`src/rtl/serv_pcgen.sv`:
```
// ----------------------------------------------------------------------------
// serv_pcgen - chunk-serial program counter generator.
//
// Each update sequence streams the old PC through a rotator W bits at a time
// (LSB chunk first). For each chunk it computes the incremented PC, the jump
// target and the writeback data. It then commits the new PC to the fetch
// address and issues one instruction-bus fetch.
//
// Parameters:
//   W        chunk width in bits (1, 2, 4 or 8)
//   RESET_PC PC value loaded on reset
//   WITH_CSR 1 enables trap-vector selection (i_trap / i_csr_pc)
//
// Optional feature:
//   SERV_PCGEN_COMPRESSED_EN  when defined, i_iscomp selects an increment of 2
//                             and misaligned jumps are never flagged.
//
// Ports:
//   clk            clock, all state updates on its rising edge
//   i_rst          asynchronous active-high reset
//   i_start        start one PC-update sequence (honoured only in IDLE)
//   i_jump, i_jal_or_jalr, i_utype, i_pc_rel, i_trap, i_iscomp
//                  instruction controls, held stable through SHIFT
//   i_imm, i_buf, i_csr_pc
//                  chunk-serial immediate, rs1/offset buffer, trap vector
//   o_rd           chunk-serial rd writeback data (0 outside SHIFT)
//   o_bad_pc       chunk-serial aligned jump target
//   o_ibus_adr     committed PC / fetch address
//   o_ibus_cyc     fetch request, high in FETCH
//   i_ibus_ack     fetch acknowledge, only looked at in FETCH
//   o_busy         high whenever not IDLE
//   o_done         one-cycle completion pulse
//   o_misalign     one-cycle pulse with o_done on a misaligned jump
//
// Handshake: o_ibus_cyc is held high from the first FETCH cycle until the
// cycle in which i_ibus_ack is sampled high on a rising edge; the fetch
// completes on that edge and o_ibus_cyc drops in the next cycle.
// ----------------------------------------------------------------------------
module serv_pcgen #(
    parameter int          W        = 1,
    parameter logic [31:0] RESET_PC = 32'd0,
    parameter int          WITH_CSR = 1
) (
    input  logic         clk,
    input  logic         i_rst,
    input  logic         i_start,
    input  logic         i_jump,
    input  logic         i_jal_or_jalr,
    input  logic         i_utype,
    input  logic         i_pc_rel,
    input  logic         i_trap,
    input  logic         i_iscomp,
    input  logic [W-1:0] i_imm,
    input  logic [W-1:0] i_buf,
    input  logic [W-1:0] i_csr_pc,
    output logic [W-1:0] o_rd,
    output logic [W-1:0] o_bad_pc,
    output logic [31:0]  o_ibus_adr,
    output logic         o_ibus_cyc,
    input  logic         i_ibus_ack,
    output logic         o_busy,
    output logic         o_done,
    output logic         o_misalign
);

    localparam int         N        = 32 / W;
    localparam logic [4:0] CNT_LAST = 5'(N - 1);

`ifndef SERV_PCGEN_COMPRESSED_EN
    // Aligned target bit 1 lives in this chunk/bit position.
    localparam logic [4:0] MB_CHUNK = 5'(1 / W);
    localparam int         MB_BIT   = 1 % W;
`endif

    typedef enum logic [1:0] {
        ST_IDLE  = 2'd0,
        ST_SHIFT = 2'd1,
        ST_FETCH = 2'd2
    } state_t;

    state_t        state_q, state_d;
    logic [4:0]    cnt_q, cnt_d;
    logic          c_inc_q, c_inc_d;
    logic          c_tgt_q, c_tgt_d;
    logic          misal_q, misal_d;
    logic [31:0]   rot_q, rot_d;
    logic [31:0]   adr_q, adr_d;
    logic [31-W:0] stage_q, stage_d;
    logic          done_q, done_d;
    logic          mis_pulse_q, mis_pulse_d;

    logic          trap_en;
    logic          first;
    logic          c_inc_in;
    logic          c_tgt_in;
    int            k;
    logic [W-1:0]  pc_chunk;
    logic [W-1:0]  inc_chunk;
    logic [W-1:0]  imm_masked;
    logic [W-1:0]  csr_masked;
    logic [W-1:0]  tgt_a;
    logic [W-1:0]  tgt_b;
    logic [W-1:0]  tgt_al;
    logic [W-1:0]  ppi_chunk;
    logic [W-1:0]  new_chunk;
    logic [W:0]    inc_sum;
    logic [W:0]    tgt_sum;

`ifndef SERV_PCGEN_COMPRESSED_EN
    logic unused_iscomp;
    assign unused_iscomp = i_iscomp;
`endif

    assign trap_en  = (WITH_CSR != 0) && i_trap;
    assign first    = (cnt_q == 5'd0);
    // Carries restart at chunk 0 so a stale carry never leaks into a new PC.
    assign c_inc_in = first ? 1'b0 : c_inc_q;
    assign c_tgt_in = first ? 1'b0 : c_tgt_q;

    // ------------------------------------------------------------------
    // Per-chunk datapath
    // ------------------------------------------------------------------
    always_comb begin : datapath
        k = 2;
`ifdef SERV_PCGEN_COMPRESSED_EN
        if (i_iscomp) k = 1;
`endif
        pc_chunk   = rot_q[W-1:0];
        inc_chunk  = '0;
        imm_masked = '0;
        csr_masked = '0;
        for (int j = 0; j < W; j++) begin
            int bitpos;
            bitpos        = int'(cnt_q) * W + j;
            inc_chunk[j]  = (bitpos == k);
            // U-type immediates only carry bits 31:12; the trap vector is
            // word aligned.
            imm_masked[j] = i_imm[j] & (bitpos >= 12);
            csr_masked[j] = i_csr_pc[j] & (bitpos >= 2);
        end

        inc_sum   = {1'b0, pc_chunk} + {1'b0, inc_chunk} + {{W{1'b0}}, c_inc_in};
        ppi_chunk = inc_sum[W-1:0];

        tgt_a   = i_pc_rel ? pc_chunk : '0;
        tgt_b   = i_utype ? imm_masked : i_buf;
        tgt_sum = {1'b0, tgt_a} + {1'b0, tgt_b} + {{W{1'b0}}, c_tgt_in};
        // Alignment clears bit 0 after the add, so the carry chain still
        // reflects the true sum.
        tgt_al  = tgt_sum[W-1:0];
        if (first) tgt_al[0] = 1'b0;

        if (trap_en)     new_chunk = csr_masked;
        else if (i_jump) new_chunk = tgt_al;
        else             new_chunk = ppi_chunk;
    end

    // ------------------------------------------------------------------
    // FSM next-state and register updates
    // ------------------------------------------------------------------
    always_comb begin : fsm_next
        state_d     = state_q;
        cnt_d       = cnt_q;
        c_inc_d     = c_inc_q;
        c_tgt_d     = c_tgt_q;
        misal_d     = misal_q;
        rot_d       = rot_q;
        adr_d       = adr_q;
        stage_d     = stage_q;
        done_d      = 1'b0;
        mis_pulse_d = 1'b0;

        case (state_q)
            ST_IDLE: begin
                if (i_start) begin
                    state_d = ST_SHIFT;
                    cnt_d   = 5'd0;
                    c_inc_d = 1'b0;
                    c_tgt_d = 1'b0;
                    misal_d = 1'b0;
                    rot_d   = adr_q;
                end
            end
            ST_SHIFT: begin
                rot_d   = {rot_q[W-1:0], rot_q[31:W]};
                stage_d = {new_chunk, stage_q[31-W:W]};
                c_inc_d = inc_sum[W];
                c_tgt_d = tgt_sum[W];
                cnt_d   = 5'(cnt_q + 5'd1);
`ifndef SERV_PCGEN_COMPRESSED_EN
                if (cnt_q == MB_CHUNK) misal_d = tgt_al[MB_BIT];
`endif
                if (cnt_q == CNT_LAST) begin
                    cnt_d = 5'd0;
                    if (i_jump && !trap_en && misal_q) begin
                        // Misaligned jump: keep the old PC, skip the fetch.
                        state_d     = ST_IDLE;
                        done_d      = 1'b1;
                        mis_pulse_d = 1'b1;
                    end else begin
                        adr_d   = {new_chunk, stage_q};
                        state_d = ST_FETCH;
                    end
                end
            end
            ST_FETCH: begin
                if (i_ibus_ack) begin
                    state_d = ST_IDLE;
                    done_d  = 1'b1;
                end
            end
            default: begin
                state_d = ST_IDLE;
            end
        endcase
    end

    always_ff @(posedge clk or posedge i_rst) begin
        if (i_rst) begin
            state_q     <= ST_IDLE;
            cnt_q       <= 5'd0;
            c_inc_q     <= 1'b0;
            c_tgt_q     <= 1'b0;
            misal_q     <= 1'b0;
            rot_q       <= 32'd0;
            adr_q       <= RESET_PC;
            stage_q     <= '0;
            done_q      <= 1'b0;
            mis_pulse_q <= 1'b0;
        end else begin
            state_q     <= state_d;
            cnt_q       <= cnt_d;
            c_inc_q     <= c_inc_d;
            c_tgt_q     <= c_tgt_d;
            misal_q     <= misal_d;
            rot_q       <= rot_d;
            adr_q       <= adr_d;
            stage_q     <= stage_d;
            done_q      <= done_d;
            mis_pulse_q <= mis_pulse_d;
        end
    end

    // ------------------------------------------------------------------
    // Outputs
    // ------------------------------------------------------------------
    assign o_rd       = (state_q == ST_SHIFT) ?
                        ((i_utype ? tgt_al : '0) | (i_jal_or_jalr ? ppi_chunk : '0)) : '0;
    assign o_bad_pc   = tgt_al;
    assign o_ibus_adr = adr_q;
    assign o_ibus_cyc = (state_q == ST_FETCH);
    assign o_busy     = (state_q != ST_IDLE);
    assign o_done     = done_q;
    assign o_misalign = mis_pulse_q;

endmodule
```
`config.mk`:
```
export PLATFORM = sky130hd
export DESIGN_NAME = serv_pcgen
export DESIGN_NICKNAME = d
export VERILOG_FILES = /design/src/rtl/serv_pcgen.sv
export SDC_FILE = /design/constraint.sdc
export NUM_CORES = 1
export LEC_CHECK = 0
export BUFFER_PORTS_ARGS = -buffer_cell sky130_fd_sc_hd__clkbuf_2
export CORE_MARGIN = 1
export CORE_UTILIZATION = 45
export DETAILED_ROUTE_END_ITERATION = 12
export SLEW_MARGIN = 40
export SYNTH_ARGS = -nofsm -noshare
export SYNTH_HDL_FRONTEND = slang
export SYNTH_SLANG_ARGS = --single-unit
```
`constraint.sdc`:
```
create_clock -name clk -period 7.9 [get_ports clk]
set_input_delay 0.395 -clock clk [delete_from_list [all_inputs] [get_ports clk]]
set_output_delay 0.395 -clock clk [all_outputs]
set_load 0.1 [all_outputs]
```
# Yosys cells after proc, flatten, opt, wreduce, memory -nomap -nowiden
# Index checks and enable logic that the tools add are counted.
# W data, S select, Z words.
# totals
ff_bits,107
inputBits,13
out_inout_bits,38
wordCells,71
# classes
n_addsub,5
magnitude_cmp,2
eq_ne,9
muxes,30
bitwise_logic,4
reduce_logical,11
# op_table
op,n
$pmux W32 S2,1
$mux W32,1
$mux W1,16
$mux W5,2
$pmux W5 S2,1
$reduce_and A3 Y1,3
$mux W2,4
$pmux W1 S2,4
$ne A2 B2 Y1 const B,3
$pmux W2 S3,1
$add A5 B1 Y5 const B,1
$eq A5 B1 Y1 const B,1
$eq A5 B3 Y1 const B,1
$eq A5 B5 Y1 const B,1
$ge A5 B2 Y1 const B,1
$ge A5 B4 Y1 const B,1
$logic_not A5 Y1,1
$add A1 B1 Y2,2
$add A2 B1 Y2,2
$reduce_bool A2 Y1,2
$and A1 B1 Y1,2
$eq A2 B1 Y1 const B,1
$eq A2 B2 Y1 const B,1
$logic_and A1 B1 Y1,2
6 further kinds,6

# Logic depth before layout (Yosys ltp)
# Gate-level depths: netlist of the first run.
# depth
ltp_word,9
mapped_depth,8

# Worst setup path before layout of the first run
# Ideal clock, no wire load.
# synth_timing
path_kind,register -> output
startpoint,register cnt_q[0]
endpoint,output port o_rd
arrival_time_ps,3348
t_required_ps,7505
slack_ps,4157
path_stages_with_launch,8
path_cell_list,dfrtp_1 > inv_1 > ha_1 > or4b_1 > and2_1 > fa_1 > a32oi_1 > nor2b_1
# synth_between
elab_chain_len,9
# synth_rtl
item,line_no,rtl
start: declaration,82,"logic [4:0] cnt_q, cnt_d;"
start signal: assignment,232,cnt_q <= cnt_d;
$ge A5 B4 Y1,138,imm_masked[j] = i_imm[j] & (bitpos >= 12);
$and A1 B1 Y1,138,
$mux W1,146,tgt_b = i_utype ? imm_masked : i_buf;
$add A1 B1 Y2,147,"tgt_sum = {1'b0, tgt_a} + {1'b0, tgt_b} + {{W{1'b0}}, c_tgt_in};"
$add A2 B1 Y2,147,
$mux W1,151,if (first) tgt_al[0] = 1'b0;
$mux W1,248,((i_utype ? tgt_al : '0) | (i_jal_or_jalr ? ppi_chunk : '0)) : '0;
$or A1 B1 Y1 *,248,
$mux W1 *,247,assign o_rd = (state_q == ST_SHIFT) ?
end: declaration,56,"output logic [W-1:0] o_rd,"
# Mark *: on every way between the ends. The rest lies on a longest branch, timed or not.

# Worst setup path in the final report of the first run
# Same ends and word-level chain as after synthesis.

==> results.json, run 1 <==
{
  "pre_cts_slack_ps": 4760,
  "leakage_nw": 2.56,
  "die_y_um": 103,
  "final.setup.tns_ps": 0,
  "dr_total_vias": 2805,
  "swShare_pct": 33.9,
  "cts_tree": "built",
  "cp.required_ps": 7510,
  "synth_top_area_share_pct": 58.0,
  "final_cell_mix": "dfrtp_1, mux2_2, clkbuf_2",
  "p_int_mw": 0.973,
  "grtUsageMet2_pct": 26.8,
  "critPathKind": "reg -> out",
  "slew_viol_final": 0,
  "rr_startpoint": "state_q[1]$_DFFE_PP0P_",
  "period_share_pct": 44.6,
  "antenna_cells": 0,
  "setup_violations": 0,
  "critical_path_arrival_ps": 3130,
  "relSlewSlack_pct": 47.5,
  "tightest_slew_ps": 787,
  "first_iter_violations": 121,
  "die_w_um": 103,
  "clk_pin_slew_worst_paths_ps": 100,
  "p_total_mw": 1.47,
  "report.final.hold_viol_count": 0,
  "yosysWarningCount": 0,
  "endpoint": "o_rd",
  "drt-vias-per-instance": 5.12,
  "top_usage_layer": "met2",
  "grtUsageTotal_pct": 16.7,
  "syn_nets": 387,
  "antenna_left": 0,
  "cts_root_buf": "clkbuf_8",
  "outcome": "completed",
  "core_area_um2": 9860,
  "hold_path_class": "in -> reg",
  "areaGrowthSynthToFinish_pct": 13.1,
  "clock.fmax_mhz": 284,
  "synthDistinctLibCells": 34,
  "min_period_ps": 3520,
  "netlist_instances": 364,
  "place.gp.congestion": 0.740,
  "placed_area_um2": 5010,
  "powerDensity_nw_per_um2": 282,
  "use_met3_pct": 3.23,
  "ir_worst_vdd_uv": 202,
  "clk_path_buf_depth": 2,
  "critPathLaunch": "cnt_q[0]$_DFFE_PP0P_",
  "syn_avg_cell_area_um2": 12.7,
  "rsz0062_at_grt": "no",
  "grt_max_degree": 88,
  "rows": 36,
  "p_comb_share_pct": 29.7,
  "endpoint_kind": "output port",
  "yosys-top-cells-area": "dfrtp_1, mux2_2, mux2i_1",
  "power_frac_seq_pct": 47.3,
  "p_switching_mw": 0.498,
  "numCtsBuffers": 9,
  "synth_area_leader_cell": "dfrtp_1",
  "finalNonFillerCells": 548,
  "gr-total-overflow": 0,
  "met1_usage_pct": 22.1,
  "rr_endpoint": "o_ibus_adr[5]$_DFFE_PP0P_",
  "finalWirelength_mm": 7.94,
  "grt_pass1_wl_mm": 13.5,
  "layout.cells.most_common": "dfrtp_1",
  "layout_setup_ws_ps": 4380,
  "start_util_pct": 46.8,
  "antenna_found_initial": 0,
  "avgRoutedWirePerCell_um": 14.5,
  "reg2reg_depth": 7,
  "cts_resized": 0,
  "drc_errors": 0,
  "seq_area_frac_synth_pct": 58.0,
  "port_buffers": 49,
  "r2r_slack_ps": 4970,
  "drt_pass1_iterations": 4,
  "design_area_um2": 5220,
  "syn_area_um2": 4620,
  "hold-worst-slack_ps": 354,
  "cap_violations": 0,
  "clk-insertion-delay-late_ps": 360,
  "clkPwrFrac_pct": 22.9,
  "fill_cells": 883,
  "nNetsFinal": 433,
  "finClkSkew_ps": 14.0,
  "cts_sinks": 107,
  "htreeDepth": 3,
  "cp-start-kind": "register",
  "hpwl_mm": 4.90,
  "ys_ff_latch": 107,
  "fin_util_pct": 52.9,
  "drive_above_1_share_pct": 32.3,
  "cp_max_fo": 6,
  "grt_pass1_vias": 2850,
  "die-area_um2": 10700,
  "ios": 51,
  "dp_cells": 531
}
## timing repair
| action | 4_1_cts | 5_1_grt |
|---|---|---|
| endpoints found under the hold margin | 20 | 0 |
| hold buffers | 1 | 0 |
| setup buffers | 0 | 0 |
## area by class of cell
type                            instances  area [um2]  share of cell area, %
Clock buffer                           11         141                   2.71
Clock inverter                          5        60.1                   1.15
Inverter                                9        36.3                  0.695
Multi-Input combinational cell        229        1850                   35.3
Sequential cell                       107        2680                   51.3
Tap cell                              133         166                   3.19
Timing Repair Buffer                   54         295                   5.65
## cells by family (layout without fill, tap and decap cells)
group / Yosys count / count (layout) / synth area share (%)
buffers and inverters: 28 / 79 / 2.71
muxes: 94 / 94 / 22.0
and+or+nand+nor: 72 / 72 / 7.45
AOI/OAI and AO/OA: 53 / 53 / 6.75
adders and majority gates: 10 / 10 / 3.04
DFF: 107 / 107 / 58.0
## metal layers
layer,wire (um),vias up,part of all wire [%]
met4,110,0,1.4
li1,-,1371,-
met1,3870,1384,49
met3,251,9,3.2
met2,3710,41,47
met5,0,-,0
## sequential cells by signal (all words and copies together), names as in the netlist
signal / flops
o_ibus_adr: 32
rot_q: 32
stage_q: 31
cnt_q: 5
state_q: 2
c_inc_q: 1
c_tgt_q: 1
misal_q: 1
o_done: 1
o_misalign: 1
## power groups by stage
stage               logic, mW  registers, mW  clock network, mW
finish                  0.438          0.696              0.337
CTS                     0.443          0.696              0.353
floorplan               0.377          0.683                  0
global placement        0.438          0.705                  0
global route            0.481          0.711              0.374
detailed placement      0.441          0.707                  0
## synthesized netlist by cell type, drive strengths merged
| cell | count |
|---|---|
| fa | 2 |
| buf | 12 |
| mux2 | 61 |
| and2 | 4 |
| nand3 | 7 |
| a21o | 1 |
| o21bai | 1 |
| o2bb2ai | 1 |
| o211ai | 1 |
| a21oi | 1 |
| inv | 9 |
| nor2b | 4 |
| o21a | 1 |
| or4 | 2 |
| a31oi | 6 |
| nor3 | 2 |
| a32o | 3 |
| a32oi | 1 |
| nand4b | 1 |
| dfrtp | 107 |
| nand2 | 41 |
| nand2b | 3 |
| nor2 | 3 |
| mux2i | 33 |
| or4b | 2 |
| ha | 8 |
| o21ai | 36 |
| o31ai | 1 |
| clkbuf | 7 |
| and3 | 1 |
| nand3b | 2 |
## worst max-delay path, cell delays in order (launching register included)
cell      delay, ps
dfrtp_1         450
inv_1           110
ha_1            170
or4b_1          540
and2_1          220
fa_1            610
a32oi_1         110
nor2b_1         110
clkbuf_2        460
## worst min path at each step
stage | cells past startpoint | slack (ps) | start | to
floorplan | 2 | 450 | rot_q[10]$_DFFE_PP0P_ | rot_q[10]$_DFFE_PP0P_
global route | 3 | 340 | i_jump | o_misalign$_DFF_PP0_
CTS | 3 | 330 | i_ibus_ack | o_done$_DFF_PP0_
global placement | 2 | 350 | i_rst | rot_q[8]$_DFFE_PP0P_
finish | 3 | 350 | i_ibus_ack | o_done$_DFF_PP0_
detailed placement | 2 | 350 | i_rst | rot_q[8]$_DFFE_PP0P_
Note: power is estimated with default switching activity, not from simulation.
==> run 2, diff against run 1 <==
==> constraint.sdc (replaced) <==
create_clock -name clk -period 3.7 [get_ports clk]
set_input_delay 0.185 -clock clk [delete_from_list [all_inputs] [get_ports clk]]
set_output_delay 0.185 -clock clk [all_outputs]
set_load 0.1 [all_outputs]
==> results.json, run 2 (synthesis results as in run 1) <==
{
  "outcome": "completed",
  "grtUsageTotal_pct": 16.8,
  "dp_cells": 533,
  "cts_root_buf": "clkbuf_8",
  "cp.required_ps": 3510,
  "met1_usage_pct": 22.4,
  "clk_pin_slew_worst_paths_ps": 100,
  "critical_path_arrival_ps": 3150,
  "drive_above_1_share_pct": 32.6,
  "fill_cells": 888,
  "die_y_um": 103,
  "ir_worst_vdd_uv": 387,
  "crit_chain": "inv_1 -> ha_1 -> or4b_1 -> and2_1 -> fa_1 -> a32oi_1 -> nor2b_1 -> clkbuf_2",
  "rows": 36,
  "use_met3_pct": 3.43,
  "hpwl_mm": 5.31,
  "cp_max_fo": 6,
  "drc_errors": 0,
  "powerDensity_nw_per_um2": 597,
  "clock.fmax_mhz": 300,
  "finalNonFillerCells": 550,
  "top_usage_layer": "met2",
  "tightest_slew_ps": 744,
  "layout.cells.most_common": "dfrtp_1",
  "cpPeakStageDelay_ps": 610,
  "final_cell_mix": "dfrtp_1, mux2_2, clkbuf_2",
  "critPathKind": "reg -> out",
  "grt_pass1_vias": 2893,
  "hold-worst-slack_ps": 128,
  "die-area_um2": 10700,
  "layout_setup_ws_ps": 364,
  "ios": 51,
  "regArea_um2": 2680,
  "drt_pass1_iterations": 4,
  "place.gp.congestion": 0.734,
  "core_area_um2": 9860,
  "first_iter_violations": 59,
  "relSlewSlack_pct": 49.4,
  "endpoint_kind": "output port",
  "hold_path_class": "in -> reg",
  "min_period_ps": 3340,
  "multiInputGateArea_um2": 1850,
  "final.setup.tns_ps": 0,
  "areaGrowthSynthToFinish_pct": 13.2,
  "pre_cts_slack_ps": 734,
  "finalWirelength_mm": 8.00,
  "grtUsageMet2_pct": 27.5,
  "finClkSkew_ps": 6.83,
  "gr-total-overflow": 0,
  "drt-vias-per-instance": 5.16,
  "antenna_left": 0,
  "slew_viol_final": 0,
  "dr_total_vias": 2837,
  "htreeDepth": 3,
  "port_buffers": 49,
  "numCtsBuffers": 9,
  "rsz0062_at_grt": "no",
  "clk_path_buf_depth": 2,
  "leakage_nw": 2.56,
  "grt_pass1_wl_mm": 13.7,
  "clk-insertion-delay-late_ps": 360,
  "start_util_pct": 46.8,
  "cts_tree": "built",
  "cap_violations": 0,
  "nNetsFinal": 435,
  "grt_max_degree": 45,
  "avgRoutedWirePerCell_um": 14.5,
  "period_share_pct": 90.2,
  "cp-start-kind": "register",
  "antenna_cells": 0,
  "cts_sinks": 107,
  "critPathSlowestCell": "fa_1",
  "setup_violations": 0,
  "antenna_found_initial": 0,
  "report.final.hold_viol_count": 0,
  "die_w_um": 103
}
run 2: where the power goes:
group	switching, mW	leakage, nW	internal, mW	total (mW)
clock	0.407	0.0920	0.274	0.681
sequential	0.141	1.45	1.35	1.49
combinational	0.543	1.01	0.409	0.951
total	1.09	2.56	2.03	3.12
run 2: routing by layer:
layer / wire, um / share of wire, % / up-vias
met2: 3750 / 47 / 43
met1: 3890 / 49 / 1409
met4: 99 / 1.2 / 0
li1: - / - / 1375
met3: 257 / 3.2 / 10
met5: 0 / 0 / -
run 2: per-stage QoR:
stage          power, mW  utilization [%]  area, um2
5_1_grt             3.32             53.0       5230
4_1_cts             3.17             53.0       5230
6_report            3.12             53.0       5230
3_5_place_dp        2.48             51.0       5030
2_1_floorplan       2.26                -       4620
3_3_place_gp        2.46             51.0       5030
run 2: cell type report:
class / count / area share (%)
Clock buffer: 11 / 2.71
Clock inverter: 5 / 0.862
Inverter: 9 / 0.694
Multi-Input combinational cell: 229 / 35.3
Sequential cell: 107 / 51.2
Tap cell: 133 / 3.18
Timing Repair Buffer: 56 / 5.99
run 2: worst paths after layout:
| path | startpoint | to | slack (ps) | depth (start not counted) |
|---|---|---|---|---|
| worst max-delay path | cnt_q[0]$_DFFE_PP0P_ | o_rd | 360 | 8 |
| worst min-delay path | i_jump | o_misalign$_DFF_PP0_ | 130 | 3 |
| worst max register to register | state_q[1]$_DFFE_PP0P_ | cnt_q[3]$_DFFE_PP0P_ | 1080 | 6 |
| worst min register to register | rot_q[11]$_DFFE_PP0P_ | rot_q[11]$_DFFE_PP0P_ | 490 | 2 |
| max in group asynchronous | i_rst | rot_q[12]$_DFFE_PP0P_ | 2440 | 4 |
| min in group asynchronous | i_rst | stage_q[7]$_DFFE_PP0P_ | 400 | 3 |
run 2: timing repair:
item	4_1_cts	5_1_grt
hold buffers	1	0
endpoints found under the hold margin	40	0
resized for setup	0	0
setup buffers	0	0
run 2: worst max-delay path, delay by kind of cell, from the launching register on:
kind / cells / cell delay (ps)
and+or+nand+nor: 3 / 890
adders and majority gates: 2 / 770
buffers and inverters: 2 / 570
DFF: 1 / 450
AOI/OAI and AO/OA: 1 / 110
==> run 3, diff against run 2 <==
--- a/config.mk
+++ b/config.mk
@@ -6,6 +6,7 @@
 export NUM_CORES = 1
 export LEC_CHECK = 0
 export BUFFER_PORTS_ARGS = -buffer_cell sky130_fd_sc_hd__clkbuf_2
+export CORE_ASPECT_RATIO = 0.5
 export CORE_MARGIN = 1
 export CORE_UTILIZATION = 45
 export DETAILED_ROUTE_END_ITERATION = 12
==> results.json, run 3 (synthesis results as in run 1) <==
{
  "outcome": "completed",
  "regArea_um2": 2680,
  "hold_path_class": "in -> reg",
  "period_share_pct": 89.6,
  "tightest_slew_ps": 638,
  "die_w_um": 145,
  "hpwl_mm": 5.75,
  "p_int_mw": 2.24,
  "min_period_ps": 3320,
  "final_cell_mix": "dfrtp_1, mux2_2, clkbuf_2",
  "grtUsageTotal_pct": 16.7,
  "clk_pin_slew_worst_paths_ps": 70,
  "rows": 25,
  "cts_sinks": 107,
  "avgRoutedWirePerCell_um": 14.9,
  "critical-path-top-delay-family": "simple AND/OR/NAND/NOR gates",
  "hold-worst-slack_ps": 156,
  "cp_max_fo": 6,
  "first_iter_violations": 171,
  "critPathKind": "reg -> out",
  "slew_viol_final": 0,
  "die_y_um": 73.6,
  "cp-start-kind": "register",
  "clk-insertion-delay-late_ps": 340,
  "critPathLaunch": "cnt_q[0]$_DFFE_PP0P_",
  "start_util_pct": 47.6,
  "gr-total-overflow": 0,
  "report.final.hold_viol_count": 0,
  "leakage_nw": 2.60,
  "final.setup.tns_ps": 0,
  "swShare_pct": 32.9,
  "layout.cells.most_common": "dfrtp_1",
  "ios": 51,
  "critPathSlowestCell": "fa_1",
  "drt_pass1_iterations": 4,
  "numCtsBuffers": 9,
  "finClkSkew_ps": 5.66,
  "cap_violations": 0,
  "p_comb_share_pct": 28.5,
  "rsz0062_at_grt": "no",
  "hp-start": "i_jump",
  "nNetsFinal": 435,
  "clock.fmax_mhz": 302,
  "relSlewSlack_pct": 57.4,
  "drc_errors": 0,
  "ir_worst_vdd_uv": 284,
  "cp.required_ps": 3510,
  "core_area_um2": 9700,
  "grt_max_degree": 63,
  "drt-vias-per-instance": 5.09,
  "fill_cells": 865,
  "multiInputGateArea_um2": 1850,
  "cts_resized": 0,
  "htreeDepth": 3,
  "antenna_found_initial": 0,
  "critical_path_arrival_ps": 3130,
  "rr_startpoint": "state_q[1]$_DFFE_PP0P_",
  "setup_violations": 0,
  "p_switching_mw": 1.10,
  "cts_tree": "built",
  "crit_chain": "inv_1 -> ha_1 -> or4b_1 -> and2_1 -> fa_1 -> a32oi_1 -> nor2b_1 -> clkbuf_2",
  "endpoint_kind": "output port",
  "antenna_left": 0,
  "powerDensity_nw_per_um2": 627,
  "grt_pass1_vias": 2866,
  "cpPeakStageDelay_ps": 620,
  "finalWirelength_mm": 8.20,
  "place.gp.congestion": 0.832,
  "grt_pass1_wl_mm": 14.0,
  "antenna_cells": 0,
  "die-area_um2": 10700,
  "port_buffers": 49,
  "power_frac_seq_pct": 44.6,
  "drive_above_1_share_pct": 32.4,
  "cts_root_buf": "clkbuf_16",
  "dr_total_vias": 2809,
  "clkPwrFrac_pct": 26.9,
  "worst-path-buf-inv": 2,
  "areaGrowthSynthToFinish_pct": 15.4,
  "clk_path_buf_depth": 2
}
-- run 3: changes by cell type in the layout (fill, tap and decap cells not counted), sizes merged --
cell	change
clkbuf	+1
clkinv	-1
-- run 3: cell type report --
cell class | count | share of cell area [%]
Clock buffer | 12 | 4.63
Clock inverter | 4 | 0.634
Inverter | 9 | 0.728
Multi-Input combinational cell | 229 | 34.6
Sequential cell | 107 | 50.3
Tap cell | 135 | 3.17
Timing Repair Buffer | 56 | 5.94
-- run 3: worst paths after layout --
check                                             end  slack [ps]  depth (start not counted)
min in group asynchronous  o_ibus_adr[20]$_DFFE_PP0P_         450                          3
setup / recovery                                 o_rd         380                          8
hold reg to reg                  rot_q[8]$_DFFE_PP0P_         480                          2
max in group asynchronous      stage_q[6]$_DFFE_PP0P_        2500                          4
hold / removal                   o_misalign$_DFF_PP0_         160                          3
setup reg to reg                 cnt_q[3]$_DFFE_PP0P_        1180                          6
-- run 3: timing repair --
action,CTS,global route
hold buffers,1,0
endpoints found under the hold margin,32,0
buffers inserted,0,0
-- run 3: power by group through the flow --
stage | clock (mW) | sequential, mW | combinational [mW]
after floorplan | 0 | 1.46 | 0.804
final | 0.901 | 1.49 | 0.952
after CTS | 0.932 | 1.49 | 0.969
after detailed placement | 0 | 1.51 | 0.967
after global routing | 0.975 | 1.52 | 1.04
after global placement | 0 | 1.49 | 0.920
-- run 3: worst reg2reg max path, cell delays in order (launching register included) --
cell	delay [ps]
dfrtp_1	400
inv_1	110
ha_4	460
buf_4	630
nand2b_1	260
or4_1	510
nand3_1	90
-- run 3: per-layer routing --
layer | GRT usage, % | vias up | part of all wire [%]
li1 | - | 1376 | -
met1 | 22.1 | 1383 | 48
met2 | 27.6 | 42 | 47
met3 | 4.10 | 8 | 3.8
met4 | 5.61 | 0 | 1.0
met5 | 0 | - | 0
-- run 3: per-stage QoR --
stage / instance area [um2] / instances / setup slack [ps] / power, mW / util [%]
after floorplan: 4620 / 364 / 167 / 2.26 / -
after global placement: 5020 / 534 / 779 / 2.41 / 51.8
after detailed placement: 5030 / 535 / 747 / 2.48 / 51.9
after CTS: 5330 / 552 / 356 / 3.39 / 54.9
after global routing: 5330 / 552 / 203 / 3.53 / 54.9
final: 5330 / 552 / 384 / 3.34 / 54.9
